## config.mk

```make
export PLATFORM = sky130hd
export DESIGN_NAME = sig_pulse_gen_flat
export DESIGN_NICKNAME = d
export VERILOG_FILES = /design/src/rtl/sig_pulse_gen_pkg.sv /design/src/rtl/sig_pulse_gen_if.sv /design/src/rtl/sig_pulse_gen_phase_timer.sv /design/src/rtl/sig_pulse_gen.sv /design/src/flat_wrapper.sv
export SDC_FILE = /design/constraint.sdc
export NUM_CORES = 1
export LEC_CHECK = 0
export ABC_AREA = 0
export BUFFER_PORTS_ARGS = -buffer_cell sky130_fd_sc_hd__buf_4
export CORE_MARGIN = 2
export CORE_UTILIZATION = 50
export DETAILED_ROUTE_END_ITERATION = 6
export GPL_TIMING_DRIVEN = 0
export HOLD_SLACK_MARGIN = 0.08
export MAX_ROUTING_LAYER = met4
export PLACE_DENSITY = 0.7
export SLEW_MARGIN = 20
export SYNTH_ARGS = -nofsm -noshare
export SYNTH_HDL_FRONTEND = slang
export SYNTH_HIERARCHICAL = 1
export SYNTH_SLANG_ARGS = --single-unit
```

## constraint.sdc

```tcl
create_clock -name clk -period 3 [get_ports clk]
set_input_delay 0.3 -clock clk [delete_from_list [all_inputs] [get_ports clk]]
set_output_delay 0.3 -clock clk [all_outputs]
set_load 0.01 [all_outputs]
```

## src/rtl/sig_pulse_gen_pkg.sv

```systemverilog
// Shared encodings and default timing for the pulse regenerator.
// The state encoding 2'd3 is unused; the FSM recovers from it to IDLE.
package sig_pulse_gen_pkg;

   localparam logic [1:0] ST_IDLE = 2'd0;
   localparam logic [1:0] ST_HIGH = 2'd1;
   localparam logic [1:0] ST_GAP  = 2'd2;

   localparam int DEF_HIGH_CYCLES = 4;
   localparam int DEF_GAP_CYCLES  = 2;
   localparam int DEF_MAX_PENDING = 3;
   localparam int DEF_CNT_W       = 8;
   localparam int DEF_PEND_W      = 2;

endpackage

```

## src/rtl/sig_pulse_gen_if.sv

```systemverilog
// Trigger/clear inputs and pulse/status outputs of the pulse regenerator.
// The master drives requests; the slave (the generator) drives the pulse and status.
interface sig_pulse_gen_if #(
   parameter int PEND_W = 2
);
   logic              trig;
   logic              clr;
   logic              out;
   logic              busy;
   logic              done;
   logic [PEND_W-1:0] pending;
   logic              ovf;

   modport master (output trig, clr, input out, busy, done, pending, ovf);
   modport slave  (input trig, clr, output out, busy, done, pending, ovf);
endinterface

```

## src/rtl/sig_pulse_gen_phase_timer.sv

```systemverilog
// Loadable down-counter that times one HIGH or GAP phase; a load takes effect on the next edge.
// The counter holds at zero until reloaded; zero_o reflects the registered count.
module sig_phase_timer #(
   parameter int CNT_W = 8
) (
   input  logic             clk,
   input  logic             rst_n,
   input  logic             load_i,
   input  logic [CNT_W-1:0] load_val_i,
   output logic             zero_o
);

   logic [CNT_W-1:0] cnt_q, cnt_d;

   always_comb begin
      cnt_d = cnt_q;
      if (load_i) begin
         cnt_d = load_val_i;
      end else if (cnt_q != '0) begin
         cnt_d = cnt_q - CNT_W'(1);
      end
   end

   always_ff @(posedge clk or negedge rst_n) begin
      if (!rst_n) begin
         cnt_q <= '0;
      end else begin
         cnt_q <= cnt_d;
      end
   end

   assign zero_o = (cnt_q == '0);

endmodule

```

## src/rtl/sig_pulse_gen.sv

```systemverilog
// Regenerates single-cycle triggers as HIGH_CYCLES-wide pulses separated by GAP_CYCLES of low;
// OUT rises on the edge that samples TRIG; triggers arriving mid-pulse are queued (saturating, OVF on drop).
module sig_pulse_gen
   import sig_pulse_gen_pkg::*;
#(
   parameter int HIGH_CYCLES = DEF_HIGH_CYCLES,
   parameter int GAP_CYCLES  = DEF_GAP_CYCLES,
   parameter int MAX_PENDING = DEF_MAX_PENDING,
   parameter int CNT_W       = DEF_CNT_W,
   parameter int PEND_W      = DEF_PEND_W
) (
   input  logic           clk,
   input  logic           rst_n,
   sig_pulse_gen_if.slave bus
);

   logic [1:0]        state_q, state_d;
   logic [PEND_W-1:0] pend_q, pend_d;
   logic              ovf_q, ovf_d;
   logic              out_q, done_q;
   logic              tmr_load, tmr_zero;
   logic [CNT_W-1:0]  tmr_val;
   logic              req, deq, active;

   sig_phase_timer #(.CNT_W(CNT_W)) u_timer (
      .clk        (clk),
      .rst_n      (rst_n),
      .load_i     (tmr_load),
      .load_val_i (tmr_val),
      .zero_o     (tmr_zero)
   );

   always_comb begin
      req      = bus.trig & ~bus.clr;
      active   = (state_q == ST_HIGH) || (state_q == ST_GAP);
      state_d  = state_q;
      tmr_load = 1'b0;
      tmr_val  = '0;
      deq      = 1'b0;
      case (state_q)
         ST_IDLE: begin
            if (req) begin
               state_d  = ST_HIGH;
               tmr_load = 1'b1;
               tmr_val  = CNT_W'(HIGH_CYCLES - 1);
            end
         end
         ST_HIGH: begin
            if (tmr_zero) begin
               state_d  = ST_GAP;
               tmr_load = 1'b1;
               tmr_val  = CNT_W'(GAP_CYCLES - 1);
            end
         end
         ST_GAP: begin
            if (tmr_zero) begin
               // A same-edge TRIG can feed the dequeue even when the queue was empty.
               if (!bus.clr && ((pend_q != '0) || req)) begin
                  deq      = 1'b1;
                  state_d  = ST_HIGH;
                  tmr_load = 1'b1;
                  tmr_val  = CNT_W'(HIGH_CYCLES - 1);
               end else begin
                  state_d = ST_IDLE;
               end
            end
         end
         default: state_d = ST_IDLE;
      endcase
   end

   always_comb begin
      pend_d = pend_q;
      ovf_d  = ovf_q;
      if (bus.clr) begin
         pend_d = '0;
         ovf_d  = 1'b0;
      end else if (deq) begin
         if (!req) begin
            pend_d = pend_q - PEND_W'(1);
         end
      end else if (req && active) begin
         if (pend_q < PEND_W'(MAX_PENDING)) begin
            pend_d = pend_q + PEND_W'(1);
         end else begin
            ovf_d = 1'b1;
         end
      end
   end

   always_ff @(posedge clk or negedge rst_n) begin
      if (!rst_n) begin
         state_q <= ST_IDLE;
         pend_q  <= '0;
         ovf_q   <= 1'b0;
         out_q   <= 1'b0;
         done_q  <= 1'b0;
      end else begin
         state_q <= state_d;
         pend_q  <= pend_d;
         ovf_q   <= ovf_d;
         out_q   <= (state_d == ST_HIGH);
         done_q  <= (state_q == ST_HIGH) && (state_d == ST_GAP);
      end
   end

   assign bus.out     = out_q;
   assign bus.busy    = (state_q != ST_IDLE);
   assign bus.done    = done_q;
   assign bus.pending = pend_q;
   assign bus.ovf     = ovf_q;

endmodule

```

## src/flat_wrapper.sv

```systemverilog
// flat-port wrapper written by rule: the top's interface ports become plain ports
module sig_pulse_gen_flat import sig_pulse_gen_pkg::*;
#(
   parameter int HIGH_CYCLES = DEF_HIGH_CYCLES,
   parameter int GAP_CYCLES  = DEF_GAP_CYCLES,
   parameter int MAX_PENDING = DEF_MAX_PENDING,
   parameter int CNT_W       = DEF_CNT_W,
   parameter int PEND_W      = DEF_PEND_W
)
  (clk, rst_n, bus_trig, bus_clr, bus_out, bus_busy, bus_done, bus_pending, bus_ovf);
  sig_pulse_gen_if #(.PEND_W(PEND_W)) bus_i ();
  input  logic clk;
  input  logic rst_n;
  input wire logic [$bits(bus_i.trig)-1:0] bus_trig;
  input wire logic [$bits(bus_i.clr)-1:0] bus_clr;
  output wire logic [$bits(bus_i.out)-1:0] bus_out;
  output wire logic [$bits(bus_i.busy)-1:0] bus_busy;
  output wire logic [$bits(bus_i.done)-1:0] bus_done;
  output wire logic [$bits(bus_i.pending)-1:0] bus_pending;
  output wire logic [$bits(bus_i.ovf)-1:0] bus_ovf;
  assign bus_i.trig = bus_trig;
  assign bus_i.clr = bus_clr;
  assign bus_out = bus_i.out;
  assign bus_busy = bus_i.busy;
  assign bus_done = bus_i.done;
  assign bus_pending = bus_i.pending;
  assign bus_ovf = bus_i.ovf;
  sig_pulse_gen #(.HIGH_CYCLES(HIGH_CYCLES), .GAP_CYCLES(GAP_CYCLES), .MAX_PENDING(MAX_PENDING), .CNT_W(CNT_W), .PEND_W(PEND_W)) u_core (.clk(clk), .rst_n(rst_n), .bus(bus_i));
endmodule
```

==> metrics.md <==
| Metric | Value |
|---|---|
| Status | completed |
| Via/cell ratio | about 5.4 |
| Crit path depth | 11 |
| Final GP Congestion | 0.904 |
| Placed Cells incl. Taps | roughly 140 |
| Buf/Inv on CP | 3 |
| Largest net degree at the start of global routing | 16 |
| Worst min-delay path class | input port to register |
| DRC Markers | 0 |
| Rel. slew slack | between 60% and 70% |
| EDFF count, synth | 0 |
| DRT iter0 DRCs | 8 |
| Crit path max fanout | 8 |
| Final cell count without fillers | between 100 and 150 |
| CP delay by family, top | simple AND/OR/NAND/NOR gates |
| Hold Crit Depth | 2 |
| Post-route ant nets | 0 |
| Setup CP Type | register to register |
| CP cell instances | inv_1, ha_1, or3b_1, clkbuf_2, nor2_4, nand2_2, nor3_2, nor2_1, a21oi_2, inv_1, a221oi_1 |
| Post-Route Utilization | approximately 62% |
| Clk_skew | between 6 and 7 ps |
| Setup ws final | 299 ps |
| Vias in the first global route | between 700 and 800 |
| Vias | 806 |
| VDD IR max | about 0.00044 V |
| Register bit total from synthesis | 15 |
| R2r setup slk | ~300 ps |
| Tightest Pin Transition | ~500 ps |
| Critical path's slowest cell | dfrtp_1 |
| Length in cells of the worst reg-to-reg path | 11 |
| Critical Path Start | u_core/u_timer/cnt_q[0]$_DFFE_PN0P_ |
| Mapped cell area | around 930 um^2 |
| Worst-Skew Late Latency | 270 ps |
| Setup-failing EPs final | 0 |
| Diodes inserted | 0 |
| Pleak | approximately 0.46 nW |
| DP HPWL | approximately 1.3 mm |
| Syn avg cell area | 8.93 um^2 |
| Yosys Warn Count | 6 |
| Setup TNS | 0 ps |
| Die Ht | ~47 um |
| First-pass GRT wire length | around 2.9 mm |
| FMAX | 370 MHz |
| Setup crit start kind | register |
| Crit share post-route | around nine tenths |
| Initial antenna violation count | 0 |
| Most frequent cells in the layout | dfrtp_1 (15), nor2_1 (12), buf_4 (9) |
| Worst setup path endpoint | u_core/u_timer/cnt_q[5]$_DFFE_PN0P_ |
| GR Util met3 | 2.31% |
| Max Slew Vio Count | 0 |
| Detailed Route WL | about 1.8 mm |
| Critical path endpoint category | register |
| Die footprint | ~2200 um^2 |
| R2R Path Start | u_core/u_timer/cnt_q[0]$_DFFE_PN0P_ |
| Reg clk slew, reported paths | approximately 90 ps |
| Fillers | 164 |
| Top FF cell, synth | dfrtp_1 |
| Register area share after synthesis | around 40% |
| Met1 global-route usage | 23.2% |
| Initial Util | between 50% and 60% |
| CTS tree | built |
| Critical Path AT | ~2900 ps |
| Grt ovf | 0 |
| CTS buffer count | 3 |
| Htree depth | 1 |
| Root buf cell | clkbuf_4 |
| Buffers on Ports | 9 |
| GRT Overall Usage | around a fifth |
| Worst r2r dst | u_core/u_timer/cnt_q[5]$_DFFE_PN0P_ |
| Top post-synthesis cells by area | dfrtp_1 (40%), ha_1 (6.7%), nor2_1 (5.3%), a21oi_1 (4.3%), inv_1 (2.8%) |
| Most common cell after layout, fill and taps aside | dfrtp_1 |
| Crit-path max cell delay | 430 ps |
| Placement Setup Slack | -260 ps |
| Row count | 15 |
| Synth cell types | 38 |
| Core Area | approximately 1700 um^2 |
| Fin. Hold Viols | 0 |
| Max-cap viol count | 0 |
| RSZ-0062 raised after global routing | no |
| Max clock buf depth | 2 |
| Synthesized instance count | approximately 100 |
| Area Overhead vs Synth | 17.4% |
| Cell mode on critical path | inv_1 |
| Num ports | 10 |
| Cell Pwr Density | roughly 790 nW/um^2 |
| WL per Instance | approximately 12 um |
| Met2 GRT Util | between 30% and 40% |
| Layout Nets | around 130 |
| Share of cells above drive strength 1 | 19.5% |
| Min Clock Period, post-route | between 2000 and 3000 ps |
| Num Clock Sinks | 15 |
| Ys async rst share | 100% |
| Busiest grt layer | met2 |
| Synth area leader | dfrtp_1 |
| Post-CTS Setup Inserts | 0 |
| Drt pass-1 iters | 4 |
| Die Wd | 47.1 um |
| Crit path required time | between 3000 and 4000 ps |
| Share of the synthesized area in the top cell type | 40.4% |
[worst register-to-register path: stages (launching register included)]
cell	delay, ps
dfrtp_1	430
inv_1	90
ha_1	220
or3b_1	350
clkbuf_2	180
nor2_4	220
nand2_2	130
nor3_2	190
nor2_1	110
a21oi_2	240
inv_1	150
a221oi_1	290
[per-layer routing]
metal	part of all wire [%]	up-vias
met3	1.5	2
met4	0.68	0
met1	48	376
li1	-	421
met5	0	-
met2	50	7
[report_power, final]
part,leakage [nW],internal (mW),switching (mW),total [mW]
combinational,0.261,0.180,0.201,0.382
sequential,0.188,0.277,0.0910,0.368
clock,0.0150,0.0515,0.0602,0.112
total,0.464,0.509,0.353,0.862
[cell families after synthesis]
logic type,count (synthesis),share of synthesized area (%)
simple gates,42,24.8
buf+inv,9,4.31
compound gates,31,22.4
xor+xnor,1,0.944
other cells,1,0.404
fa+ha+maj,5,6.74
flops,15,40.4
[flip-flops by register name, summed over array words and instances (netlist names)]
signal                cells
u_core/u_timer/cnt_q      8
u_core/state_q            2
u_core/bus.done           1
u_core/bus.ovf            1
u_core/bus.out            1
u_core/bus.pending        2
[how the worst min path moves through the flow]
stage                     slack [ps]                                  end  startpoint
after floorplan                    4            u_core/bus.done$_DFF_PN0_       rst_n
after global placement           170  u_core/u_timer/cnt_q[3]$_DFFE_PN0P_       rst_n
after detailed placement         170  u_core/u_timer/cnt_q[3]$_DFFE_PN0P_       rst_n
after CTS                        200    u_core/bus.pending[1]$_DFFE_PN0P_     bus_clr
after global routing             200    u_core/bus.pending[0]$_DFFE_PN0P_     bus_clr
final                            210    u_core/bus.pending[1]$_DFFE_PN0P_     bus_clr
[Yosys cell counts, types with 2 or more instances]
| library cell | number |
|---|---|
| nor2_1 | 13 |
| inv_1 | 7 |
| o21ai_0 | 5 |
| nand2_1 | 7 |
| o31ai_1 | 3 |
| a21oi_1 | 8 |
| nor4_1 | 2 |
| ha_1 | 5 |
| nor3_1 | 5 |
| dfrtp_1 | 15 |
| a31oi_1 | 4 |
| nand3_1 | 2 |
| or4_1 | 2 |
| nor3_2 | 2 |
[cell type report]
type / count / area, um^2 / area share, %
Timing Repair Buffer: 10 / 77.6 / 7.12
Inverter: 7 / 26.3 / 2.41
Multi-Input combinational cell: 85 / 543 / 49.8
Buffer: 2 / 10.0 / 0.918
Sequential cell: 15 / 375 / 34.4
Tap cell: 25 / 31.3 / 2.87
Clock buffer: 4 / 26.3 / 2.41
[through the flow]
step	power (mW)	hold WS [ps]	cell area [um^2]
2_1_floorplan	0.641	4.41	947
3_3_place_gp	0.736	167	1050
3_5_place_dp	0.750	167	1050
4_1_cts	0.870	200	1090
5_1_grt	0.943	200	1090
6_report	0.862	205	1090
[what timing repair did]
item | CTS | global route
hold buffers | 1 | 0
setup endpoints to repair | 8 | 8
pin swaps | 0 | 1
gates resized for setup | 3 | 3
hold endpoints to repair | 15 | 0
No activity file was read; power rests on OpenSTA's default activity.
